File: src/rtl/result_bcd_formatter.sv
// Signed binary result to three-digit BCD formatter for the seven-segment driver.
// Iterative double-dabble; outputs hold until the next conversion finishes.
module result_bcd_formatter #(
  parameter int WIDTH       = 16,
  parameter int DIGITS_BITS = 10
) (
  input  logic             clk,
  input  logic             reset,
  input  logic             start,
  input  logic [WIDTH-1:0] value,
  input  logic             err_in,
  output logic             busy,
  output logic             done,
  output logic [11:0]      display,
  output logic             neg,
  output logic             nothing
);

  typedef enum logic [1:0] {
    IDLE,
    LOAD,
    SHIFT,
    DONE
  } state_t;

  state_t state, state_next;

  logic [WIDTH-1:0]       value_q;
  logic                   err_q;
  logic                   neg_pend_q;
  logic [DIGITS_BITS-1:0] shift_q;
  logic [11:0]            bcd_q;
  logic [3:0]             count_q;

  logic [WIDTH-1:0]       magnitude;
  logic                   overflow;
  logic [11:0]            bcd_adj;
  logic [11:0]            bcd_shifted;
  logic [DIGITS_BITS-1:0] shift_shifted;
  logic                   last_shift;

  // Unsigned WIDTH-bit absolute value: the most negative input maps to 2^(WIDTH-1).
  always_comb begin
    magnitude = value_q;
    if (value_q[WIDTH-1]) begin
      magnitude = (~value_q) + WIDTH'(1);
    end
  end

  assign overflow   = err_q || (magnitude > WIDTH'(999));
  assign last_shift = (count_q == 4'(DIGITS_BITS - 1));

  always_comb begin
    bcd_adj = bcd_q;
    for (int unsigned i = 0; i < 3; i++) begin
      if (bcd_q[4*i +: 4] >= 4'd5) begin
        bcd_adj[4*i +: 4] = bcd_q[4*i +: 4] + 4'd3;
      end
    end
  end

  // Top BCD bit drops off the shift; magnitude never exceeds 999 here.
  assign {bcd_shifted, shift_shifted} = {bcd_adj[10:0], shift_q, 1'b0};

  always_ff @(posedge clk) begin
    if (reset) begin
      state <= IDLE;
    end else begin
      state <= state_next;
    end
  end

  always_comb begin
    state_next = state;
    busy       = 1'b0;
    done       = 1'b0;
    case (state)
      IDLE: begin
        if (start) begin
          state_next = LOAD;
        end
      end
      LOAD: begin
        busy       = 1'b1;
        state_next = overflow ? DONE : SHIFT;
      end
      SHIFT: begin
        busy = 1'b1;
        if (last_shift) begin
          state_next = DONE;
        end
      end
      DONE: begin
        done       = 1'b1;
        state_next = IDLE;
      end
      default: state_next = IDLE;
    endcase
  end

  always_ff @(posedge clk) begin
    if (reset) begin
      value_q    <= '0;
      err_q      <= 1'b0;
      neg_pend_q <= 1'b0;
      shift_q    <= '0;
      bcd_q      <= '0;
      count_q    <= '0;
      display    <= '0;
      neg        <= 1'b0;
      nothing    <= 1'b1;
    end else begin
      case (state)
        IDLE: begin
          if (start) begin
            value_q <= value;
            err_q   <= err_in;
          end
        end
        LOAD: begin
          if (overflow) begin
            display <= '0;
            neg     <= 1'b0;
            nothing <= 1'b1;
          end else begin
            shift_q    <= magnitude[DIGITS_BITS-1:0];
            bcd_q      <= '0;
            count_q    <= '0;
            neg_pend_q <= value_q[WIDTH-1] && (magnitude != '0);
          end
        end
        SHIFT: begin
          bcd_q   <= bcd_shifted;
          shift_q <= shift_shifted;
          count_q <= count_q + 4'd1;
          if (last_shift) begin
            display <= bcd_shifted;
            neg     <= neg_pend_q;
            nothing <= 1'b0;
          end
        end
        default: ;
      endcase
    end
  end

endmodule

File: config.mk
export PLATFORM = sky130hd
export DESIGN_NAME = result_bcd_formatter
export DESIGN_NICKNAME = d
export VERILOG_FILES = /design/src/rtl/result_bcd_formatter.sv
export SDC_FILE = /design/constraint.sdc
export NUM_CORES = 1
export LEC_CHECK = 0
export BUFFER_PORTS_ARGS = -buffer_cell sky130_fd_sc_hd__buf_2
export CAP_MARGIN = 10
export CORE_MARGIN = 2
export CORE_UTILIZATION = 59
export DETAILED_ROUTE_END_ITERATION = 8
export MAX_ROUTING_LAYER = met4
export PLACE_DENSITY = 0.8
export SLEW_MARGIN = 20
export SYNTH_ARGS = -nofsm -noshare
export SYNTH_HDL_FRONTEND = slang
export SYNTH_SLANG_ARGS = --single-unit
export TNS_END_PERCENT = 1
File: constraint.sdc
create_clock -name clk -period 3.24 [get_ports clk]
set_input_delay 0 -clock clk [delete_from_list [all_inputs] [get_ports clk]]
set_output_delay 0 -clock clk [all_outputs]
set_load 0.01 [all_outputs]
After elaboration in Yosys (flattened, before gate mapping) --
Cells that the tools add are included. W data, S select, Z words.
Storage, ports and cells: flip-flop bits (word level) 60, bits in latches 0, bits in writable memories 0, memory bits (read-only) 0, input port bits 20, word-level logic and storage cells 65, memories 0
Operators by class: add/subtract/negate cells 5, multipliers 0, divide/modulo/power cells 0, order comparisons 4, eq/ne operators 8, shift-type cells 0, mux-type cells 25, bitwise gates (word level) 2, reductions and logical operators 11
Operator list (number):
- $pmux W12 S2 | 2
- $mux W12 | 3
- $pmux W10 S2 | 1
- $add A16 B1 Y16 const B | 1
- $gt A16 B10 Y1 const B | 1
- $mux W16 | 1
- $not A16 Y16 | 1
- $reduce_bool A16 Y1 | 1
- $ge A4 B3 Y1 const B | 3
- $mux W4 | 3
- $mux W10 | 1
- $add A4 B2 Y4 const B | 2
- $ne A2 B2 Y1 const B | 4
- $pmux W2 S4 | 1
- $pmux W4 S2 | 1
- $reduce_and A2 Y1 | 4
- $mux W1 | 7
- $add A4 B1 Y4 const B | 1
- $eq A2 B2 Y1 const B | 2
- $eq A4 B4 Y1 const B | 1
- $mux W2 | 2
- $pmux W1 S2 | 2
- $add A3 B2 Y3 const B | 1
- $mux W3 | 1
- other kinds (8) | 8

Longest topological paths before layout --
Gate-level depths: netlist of run 1.
depth after elaboration 7, mapped depth 11, gate-level depth less buffers 9

Worst setup path before layout of run 1 --
OpenSTA, ideal clock, no wires.
kind reg-to-reg, start reg value_q[0], end reg count_q[3], setup time 74 ps, arrival 2655 ps, required time 3166 ps, path slack 511 ps, stages on the path, launching flop included 10, path buffers 0, period minus slack after synthesis 2729 ps, path through dfxtp_1 inv_1 ha_1 or4b_1 o211ai_1 o311ai_0 a311oi_4 a21boi_4 or4b_1 a31oi_1
On the way: cells in the longest elaborated chain, start to end 7
RTL lines:
- start, declared | line 28 | logic [WIDTH-1:0] value_q;
- start signal, assigned | line 116 | value_q <= value;
- $not A16 Y16 | line 46 | magnitude = (~value_q) + WIDTH'(1);
- $add A16 B1 Y16 | line 46
- $mux W16 * | line 45 | if (value_q[WIDTH-1]) begin
- $gt A16 B10 Y1 * | line 50 | assign overflow = err_q || (magnitude > WIDTH'(999));
- $logic_or A1 B1 Y1 * | line 50
- $ne A2 B2 Y1 (no source line) *
- $reduce_and A2 Y1 (no source line) *
- end signal, assigned | line 135 | count_q <= count_q + 4'd1;
- end, declared | line 33 | logic [3:0] count_q;
Mark *: on every way between the ends. The rest lies on a longest branch, timed or not. A chain may end at the register's enable or synchronous reset.

Worst setup path in the final report of run 1 --
Ends and elaborated chain as after synthesis.

==> impl_metrics.ini, run 1 <==
[yosys]
synthesis.area_um2 = 3311
synth_mux_area_frac = 0.06047
ys_async_sr_fraction = 0
synthSimpleGateAreaFrac = 0.2320
synthesis.nets = 435
yosysSeqAreaShare = 0.3628
yosysTopAreaCell = dfxtp_1
synth-edff-count = 0
synth_xor_area_frac = 0.03175
ys.flop_type = dfxtp_1
synthAdderAreaFrac = 0.05291
synth.area.top_cells = dfxtp_1, nand2_1, mux2i_1
synth_top_area_frac = 0.3628
ys_types = 52
synth-seq-cells = 60
ys_warn_count = 0
synth_top_family_by_area = simple AND/OR/NAND/NOR gates
synth_compound_area_frac = 0.2018
synth_cells = 401
avgSynthCellArea_um2 = 8.256

[grt]
grt_pass1_wl_mm = 12.77
grt_max_degree = 45
grt.total_usage = 0.2705
grt_pass1_vias = 2702
antenna_found_initial = 0
grt-ovfl-total = 0

[timing]
fin_crit_ps = 3059
skew_ps = 8.938
worst_slack_ps = 180.6
hold_ws_ps = 126.9
hold_viol_final = 0
slew_headroom = 0.6036
slew_viol_final = 0
fmax_mhz = 326.9
worstMarginPinSlew_ps = 587.1
period_share = 0.9443
setup_viol = 0
rsz0062_at_grt = yes

[worst_setup_path]
worst-setup-path-type = reg2reg
path_cells = inv_1 -> ha_1 -> or4b_1 -> o211ai_1 -> o311ai_0 -> a311oi_4 -> a21boi_4 -> or4b_1 -> a31oi_1
max_stage_delay_ps = 530
required_ps = 3500
arrival_ps = 3320
cpMostUsedCell = or4b_1
path_max_fanout = 9
cpMaxStageDelayCell = or4b_1
startpoint_type = register
critPathCaptureType = register

[die]
die_w_um = 78.91
start_util = 0.6049
die_area_um2 = 6227
core_area_um2 = 5473
io_pins = 36
fp.dieH_um = 78.91
core.rowCount = 27

[clock_network]
cts.path.max_buffers = 2
clkTransAtPathRegs_ps = 70
tritoncts = yes
cts_buffers = 9
cts.root.buffer_cell = clkbuf_8
clock_sinks = 60
cts_htree_levels = 3
insertion_delay_ps = 340

[final_layout]
synthToLayoutAreaGrowth_pct = 17.54
drive_gt1_frac = 0.1778
num_antenna_cells = 0
nNetsFinal = 479

[place]
place_ws_ps = 229.1
gp_congestion = 0.9113
io_buffers = 35
dp_hpwl_mm = 5.005

[route]
vias = 3010
wirelength_mm = 7.776
first_iter_violations = 272
drc = 0
ant_nets = 0
drt-vias-per-instance = 5.766
dr.pass1.iters = 5
wire_per_inst_um = 14.90

[pwr]
seq_power_share = 0.334
peakVddDrop_v = 0.0005405
p_sw_frac = 0.3921
power_mw = 2.748
share_comb_of_total_power = 0.415
power.internal_mw = 1.671
switchingPower_mw = 1.078
pwr-share-clk = 0.251
p_leak_nw = 1.607
p_per_area_nw_per_um2 = 706.3

[run_status]
status = finished clean

[worst_hold_path]
hp-class = in2reg

[job]
maxCapViolCount = 0
-- area by class of cell --
type                       count  area (µm²)
fill                         451        1582
timing repair buffer          60       417.9
clock inverter                 4       47.55
sequential                    60        1201
multi-input combinational    299        1923
clock buffer                  12       155.1
inverter                      15       56.30
tap                           72       90.09
-- critical path: cells and delay by family, from the launching register on --
kind                     cells  cell delay, ps
adder cells (fa/ha/maj)      1             250
flip-flops                   1             360
AO/OA/AOI/OAI                5            1220
AND/OR/NAND/NOR              2            1050
buffers and inverters        1              90
-- placed cells by master (no fill, tap or decap), types with 3 or more instances in the layout --
cell            n
nor2b_1         7
o31ai_1         6
a21o_1          3
nand3_1        12
xnor2_1         6
and2_1          3
buf_4           7
nand2b_1        6
nand2_1        67
clkbuf_8       11
dfxtp_1        60
a21oi_1        30
inv_1          15
o21ai_0        15
dlygate4sd3_1  17
nor4_1          5
nor3_1         11
xor2_1          6
or3_1           4
nor4b_1         3
a31o_2         12
a22oi_1         3
or2_2           3
a21boi_0        3
mux2i_1        20
buf_2          35
nor2_1         31
ha_1           14
-- stage by stage --
step | area [µm²] | cells | util | TNS, ps
5_1_grt | 3891 | 522 | 0.7110 | -4.801
6_report | 3891 | 522 | 0.7110 | 0
2_1_floorplan | 3311 | 401 | - | 0
4_1_cts | 3891 | 522 | 0.7110 | 0
3_5_place_dp | 3518 | 489 | 0.6429 | 0
3_3_place_gp | 3518 | 489 | 0.6429 | 0
-- synthesized netlist by cell type (11+ instances only) --
| master | number |
|---|---|
| ha_1 | 14 |
| nand3_1 | 12 |
| dfxtp_1 | 60 |
| mux2i_1 | 20 |
| inv_1 | 15 |
| clkbuf_1 | 15 |
| nor2_1 | 31 |
| o21ai_0 | 15 |
| nand2_1 | 67 |
| a31o_2 | 12 |
| a21oi_1 | 30 |
| nor3_1 | 11 |
-- power groups by stage --
stage	clock, mW	sequential, mW	combinational, mW
global placement	0	0.924	1.09
floorplan	0	0.891	0.913
CTS	0.696	0.915	1.13
detailed placement	0	0.930	1.11
global route	0.730	0.932	1.26
finish	0.690	0.918	1.14
-- final timing paths --
kind | slack (ps) | cells after the start | to | from
setup / recovery | 180 | 9 | count_q[3]$_SDFFE_PP0P_ | value_q[0]$_SDFFE_PP0P_
hold / removal | 130 | 5 | state[0]$_SDFFE_PP0P_ | start
setup reg to reg | 180 | 9 | count_q[3]$_SDFFE_PP0P_ | value_q[0]$_SDFFE_PP0P_
hold reg to reg | 460 | 2 | display[8]$_SDFFE_PP0P_ | display[8]$_SDFFE_PP0P_
-- kinds of logic after synthesis --
logic type      count (synthesis)
compound gates                 92
xor+xnor                       12
fa+ha+maj                      14
buf+inv                        42
flops                          60
mux                            20
simple gates                  161
-- registers in the layout, summed over array words and instances, names as in the netlist --
name,cells
bcd_q,12
nothing,1
shift_q,10
neg,1
err_q,1
neg_pend_q,1
display,12
state,2
count_q,4
value_q,16
-- layer usage --
layer | GRT usage | vias to the layer above | wire length, µm | part of all wire
met2 | 0.4197 | 93 | 3673 | 0.47
met5 | - | - | 0 | 0
li1 | - | 1488 | - | -
met3 | 0.06136 | 22 | 338 | 0.043
met4 | 0.1069 | 0 | 190 | 0.024
met1 | 0.3452 | 1407 | 3573 | 0.46
-- repair_timing --
action | in CTS | in global routing
setup endpoints to repair | 0 | 1
gates resized for setup | 0 | 0
hold buffers | 17 | 0
setup buffers | 0 | 0
endpoints found under the hold margin | 17 | 0
No activity file was read; power rests on OpenSTA's default activity.
==> inputs of run 2 (changes only) <==
--- a/config.mk
+++ b/config.mk
@@ -7,11 +7,10 @@
 export LEC_CHECK = 0
 export BUFFER_PORTS_ARGS = -buffer_cell sky130_fd_sc_hd__buf_2
 export CAP_MARGIN = 10
-export CORE_MARGIN = 2
-export CORE_UTILIZATION = 59
+export CORE_UTILIZATION = 53
 export DETAILED_ROUTE_END_ITERATION = 8
 export MAX_ROUTING_LAYER = met4
-export PLACE_DENSITY = 0.8
+export PLACE_DENSITY = 0.76
 export SLEW_MARGIN = 20
 export SYNTH_ARGS = -nofsm -noshare
 export SYNTH_HDL_FRONTEND = slang
==> constraint.sdc (replaced) <==
create_clock -name clk -period 2.8 [get_ports clk]
set_input_delay 0 -clock clk [delete_from_list [all_inputs] [get_ports clk]]
set_output_delay 0 -clock clk [all_outputs]
set_load 0.01 [all_outputs]
==> impl_metrics.ini, run 2 (same netlist as run 1, synthesis figures left out) <==
[worst_setup_path]
critPathCaptureType = register
startpoint_type = register
r2r-start = value_q[0]$_SDFFE_PP0P_
path_max_fanout = 5
required_ps = 3070
crit_start = value_q[0]$_SDFFE_PP0P_
arrival_ps = 3040
r2r_slack_ps = 30
worst-setup-path-type = reg2reg

[route]
wire_per_inst_um = 14.14
wirelength_mm = 7.650
drc = 0
vias = 2985
drt-vias-per-instance = 5.518
dr.pass1.iters = 4
ant_nets = 0
first_iter_violations = 167

[final_layout]
drive_gt1_frac = 0.2189
layout_common_cells = nand2_1, dfxtp_1, buf_2
synthToLayoutAreaGrowth_pct = 22.30
fillCellCount = 491
largest_register_ffs = 16
layout_commonest_cell = nand2_1
fin_util = 0.6798
top_regs = value_q (16), bcd_q (12), display (12)
num_antenna_cells = 0
nNetsFinal = 495
top_register = value_q

[timing]
period_share = 0.9887
worstMarginPinSlew_ps = 695.2
setup_viol = 0
hold_viol_final = 0
slew_headroom = 0.5360
fin_setup_tns_ps = 0
skew_ps = 7.758
hold_ws_ps = 154.4
slew_viol_final = 0
fmax_mhz = 361.2
fin_crit_ps = 2768
rsz0062_at_grt = yes

[grt]
grt_max_degree = 45
grt_pass1_wl_mm = 12.39
antenna_found_initial = 0
grt.total_usage = 0.2586
grt_pass1_vias = 2772
grt-ovfl-total = 0

[clock_network]
cts.path.max_buffers = 2
insertion_delay_ps = 340
clock_sinks = 60
cts_buffers = 9
cts_htree_levels = 3
clkTransAtPathRegs_ps = 70
tritoncts = yes
cts.root.buffer_cell = clkbuf_8

[pwr]
power_mw = 3.284
p_per_area_nw_per_um2 = 811.2
peakVddDrop_v = 0.0005479
p_leak_nw = 1.694

[place]
dp_hpwl_mm = 5.046
gp_congestion = 0.8435
io_buffers = 35

[die]
core.rowCount = 28
die_w_um = 81.04
io_pins = 36
start_util = 0.5559
die_area_um2 = 6567
fp.dieH_um = 81.04
core_area_um2 = 5956

[worst_hold_path]
worstHoldStart = start
hp-class = in2reg

[run_status]
status = finished clean

[job]
maxCapViolCount = 0
==> run 2: cell types whose count changed in the layout (fill, tap and decap cells not counted), sizes merged <==
cell,previous run,this run
clkinv,2,4
buf,43,59
bufinv,1,0
clkbuf,12,11
==> run 2: power by group <==
part | total, mW | internal, mW | switching [mW]
combinational | 1.57 | 0.685 | 0.888
clock | 0.677 | 0.338 | 0.338
sequential | 1.03 | 0.947 | 0.0877
total | 3.28 | 1.97 | 1.31
==> run 2: worst max-delay path, stage by stage, from the launching register on <==
cell,delay (ps)
dfxtp_1,310
inv_1,60
ha_1,160
or4b_4,510
o211ai_1,230
o311ai_1,190
a311oi_4,280
buf_4,200
buf_4,130
nand3_1,120
a311o_1,370
a21oi_1,150
==> run 2: worst paths after layout <==
| path | to | cells after the start |
|---|---|---|
| setup / recovery | neg_pend_q$_SDFFE_PP0P_ | 11 |
| hold / removal | state[0]$_SDFFE_PP0P_ | 5 |
| hold reg to reg | display[8]$_SDFFE_PP0P_ | 2 |
| setup reg to reg | neg_pend_q$_SDFFE_PP0P_ | 11 |
==> run 2: per-stage QoR <==
| step | setup WS, ps | cells | cell area [µm²] |
|---|---|---|---|
| after floorplan | 70.85 | 401 | 3311 |
| after global placement | 47.06 | 505 | 3632 |
| after detailed placement | -27.14 | 505 | 3632 |
| after CTS | 11.95 | 539 | 3979 |
| after global routing | -92.77 | 541 | 4049 |
| final | 31.74 | 541 | 4049 |
==> run 2: layout make-up <==
type / count / area, µm² / area share
clock inverter: 5 / 27.53 / 0.006799
multi-input combinational: 299 / 1978 / 0.4886
sequential: 60 / 1201 / 0.2967
inverter: 15 / 56.30 / 0.01391
tap: 75 / 93.84 / 0.02318
timing repair buffer: 76 / 550.5 / 0.1360
clock buffer: 11 / 141.4 / 0.03492
==> run 2: what timing repair did <==
action	in CTS	in global routing
buffers inserted	1	2
pin swaps	2	3
cloned	0	0
hold buffers	17	0
endpoints found under the setup margin	2	39
gates resized for setup	0	11
endpoints found under the hold margin	17	0
==> run 2: layer usage <==
layer | global-route usage | vias to the layer above | routed length, µm
li1 | - | 1524 | -
met3 | 0.04719 | 15 | 277
met4 | 0.1304 | 0 | 170
met1 | 0.2982 | 1389 | 3539
met5 | - | - | 0
met2 | 0.4286 | 57 | 3663
==> inputs of run 3 (changes only) <==
--- a/config.mk
+++ b/config.mk
@@ -7,10 +7,9 @@
 export LEC_CHECK = 0
 export BUFFER_PORTS_ARGS = -buffer_cell sky130_fd_sc_hd__buf_2
 export CAP_MARGIN = 10
-export CORE_UTILIZATION = 53
+export CORE_UTILIZATION = 29
 export DETAILED_ROUTE_END_ITERATION = 8
 export MAX_ROUTING_LAYER = met4
-export PLACE_DENSITY = 0.76
 export SLEW_MARGIN = 20
 export SYNTH_ARGS = -nofsm -noshare
 export SYNTH_HDL_FRONTEND = slang
==> impl_metrics.ini, run 3 (same netlist as run 1, synthesis figures left out) <==
[place]
numPlacedInstances = 575
io_buffers = 35
gp_congestion = 0.8526
dp_hpwl_mm = 5.546

[grt]
grt_pass1_vias = 2930
grt_max_degree = 45
antenna_found_initial = 0
grt-ovfl-total = 0
grt.total_usage = 0.1473
grt_pass1_wl_mm = 13.23

[die]
core_area_um2 = 10980
fp.dieH_um = 108.8
die_area_um2 = 11850
core.rowCount = 38
die_w_um = 108.8
io_pins = 36
start_util = 0.3014

[final_layout]
largest_register_ffs = 16
multi_input_area_um2 = 1939
seq_area_um2 = 1202
nNetsFinal = 497
top_regs = value_q (16), bcd_q (12), display (12)
fillCellCount = 1099
drive_gt1_frac = 0.2158
synthToLayoutAreaGrowth_pct = 28.23
stdcell_count = 608
top_register = value_q
layout_commonest_cell = nand2_1
num_antenna_cells = 0
layout_common_cells = nand2_1, dfxtp_1, buf_2

[clock_network]
insertion_delay_ps = 330
cts.path.max_buffers = 2
clkTransAtPathRegs_ps = 50
clock_sinks = 60
cts.root.buffer_cell = clkbuf_16
cts_htree_levels = 3
cts_buffers = 9
tritoncts = yes

[worst_hold_path]
hold_path_depth = 5
worstHoldEndpoint = state[0]$_SDFFE_PP0P_
worstHoldStart = start
hp-class = in2reg

[timing]
fmax_mhz = 370.7
hold_ws_ps = 134.6
skew_ps = 5.726
slew_headroom = 0.6084
setup_viol = 0
slew_viol_final = 0
hold_viol_final = 0
fin_crit_ps = 2698
period_share = 0.9634
rsz0062_at_grt = yes
worstMarginPinSlew_ps = 587.4

[worst_setup_path]
path_max_fanout = 7
r2r-start = value_q[5]$_SDFFE_PP0P_
arrival_ps = 2950
reg2reg_depth = 8
r2r_slack_ps = 100
path_cells = or4_4 -> nor4_1 -> nand3_1 -> a311oi_4 -> buf_4 -> a21boi_4 -> or4b_1 -> a31oi_1
critPathCaptureType = register
required_ps = 3050
max_stage_delay_ps = 580
r2r-end = count_q[3]$_SDFFE_PP0P_
startpoint_type = register
cpMaxStageDelayCell = or4_4
worst-setup-path-type = reg2reg

[route]
drt-vias-per-instance = 4.936
wire_per_inst_um = 12.86
vias = 3001
drc = 0
first_iter_violations = 176
ant_nets = 0
wirelength_mm = 7.819
dr.pass1.iters = 4

[pwr]
p_per_area_nw_per_um2 = 872.2
p_leak_nw = 1.750
peakVddDrop_v = 0.0004920

[job]
maxCapViolCount = 0

[run_status]
status = finished clean
## run 3: area by class of cell
| class | instances | area share |
|---|---|---|
| Clock buffer | 12 | 0.05806 |
| Multi-Input combinational cell | 299 | 0.4568 |
| Clock inverter | 4 | 0.01709 |
| Sequential cell | 60 | 0.2832 |
| Tap cell | 140 | 0.04126 |
| Inverter | 15 | 0.01326 |
| Timing Repair Buffer | 78 | 0.1303 |
## run 3: critical path, delay by kind of cell, from the launching register on
family | cells | cell delay, ps
buffers and inverters | 1 | 200
DFF | 1 | 310
AOI/OAI and AO/OA | 3 | 500
and+or+nand+nor | 4 | 1600
## run 3: power breakdown
part | leakage (nW) | internal [mW] | switching [mW]
clock network | 0.153 | 0.801 | 0.374
logic | 1.11 | 0.651 | 0.842
registers | 0.487 | 0.949 | 0.0859
## run 3: repair_timing
item,CTS,global route
endpoints found under the hold margin,17,0
hold buffers,17,0
setup endpoints to repair,0,26
gates resized for setup,0,5
setup buffers,0,0
## run 3: metrics by stage
step / setup TNS [ps] / cell area, µm² / worst slack [ps] / power, mW / utilization
CTS: 0 / 4228 / 31.16 / 3.714 / 0.3849
floorplan: 0 / 3311 / 70.85 / 2.088 / -
finish: 0 / 4245 / 102.5 / 3.703 / 0.3865
global placement: 0 / 3739 / 102.5 / 2.480 / 0.3404
detailed placement: 0 / 3739 / 43.87 / 2.509 / 0.3404
global route: -36.32 / 4245 / -19.13 / 3.943 / 0.3865
## run 3: worst max-delay path by stage
stage | start | to | slack (ps) | depth (start not counted)
2_1_floorplan | value_q[0]$_SDFFE_PP0P_ | count_q[3]$_SDFFE_PP0P_ | 70 | 9
3_3_place_gp | value_q[0]$_SDFFE_PP0P_ | display[4]$_SDFFE_PP0P_ | 100 | 9
3_5_place_dp | value_q[0]$_SDFFE_PP0P_ | bcd_q[7]$_SDFFE_PP0P_ | 40 | 10
4_1_cts | value_q[0]$_SDFFE_PP0P_ | bcd_q[7]$_SDFFE_PP0P_ | 30 | 10
5_1_grt | value_q[1]$_SDFFE_PP0P_ | bcd_q[7]$_SDFFE_PP0P_ | -20 | 10
6_report | value_q[5]$_SDFFE_PP0P_ | count_q[3]$_SDFFE_PP0P_ | 100 | 8
## run 3: routing by layer
| layer | wire, µm | GRT usage | vias to the layer above | part of all wire |
|---|---|---|---|---|
| li1 | - | - | 1531 | - |
| met1 | 3604 | 0.1721 | 1398 | 0.46 |
| met2 | 3817 | 0.2378 | 52 | 0.49 |
| met4 | 188 | 0.07239 | 0 | 0.024 |
| met3 | 209 | 0.03347 | 20 | 0.027 |
| met5 | 0 | - | - | 0 |
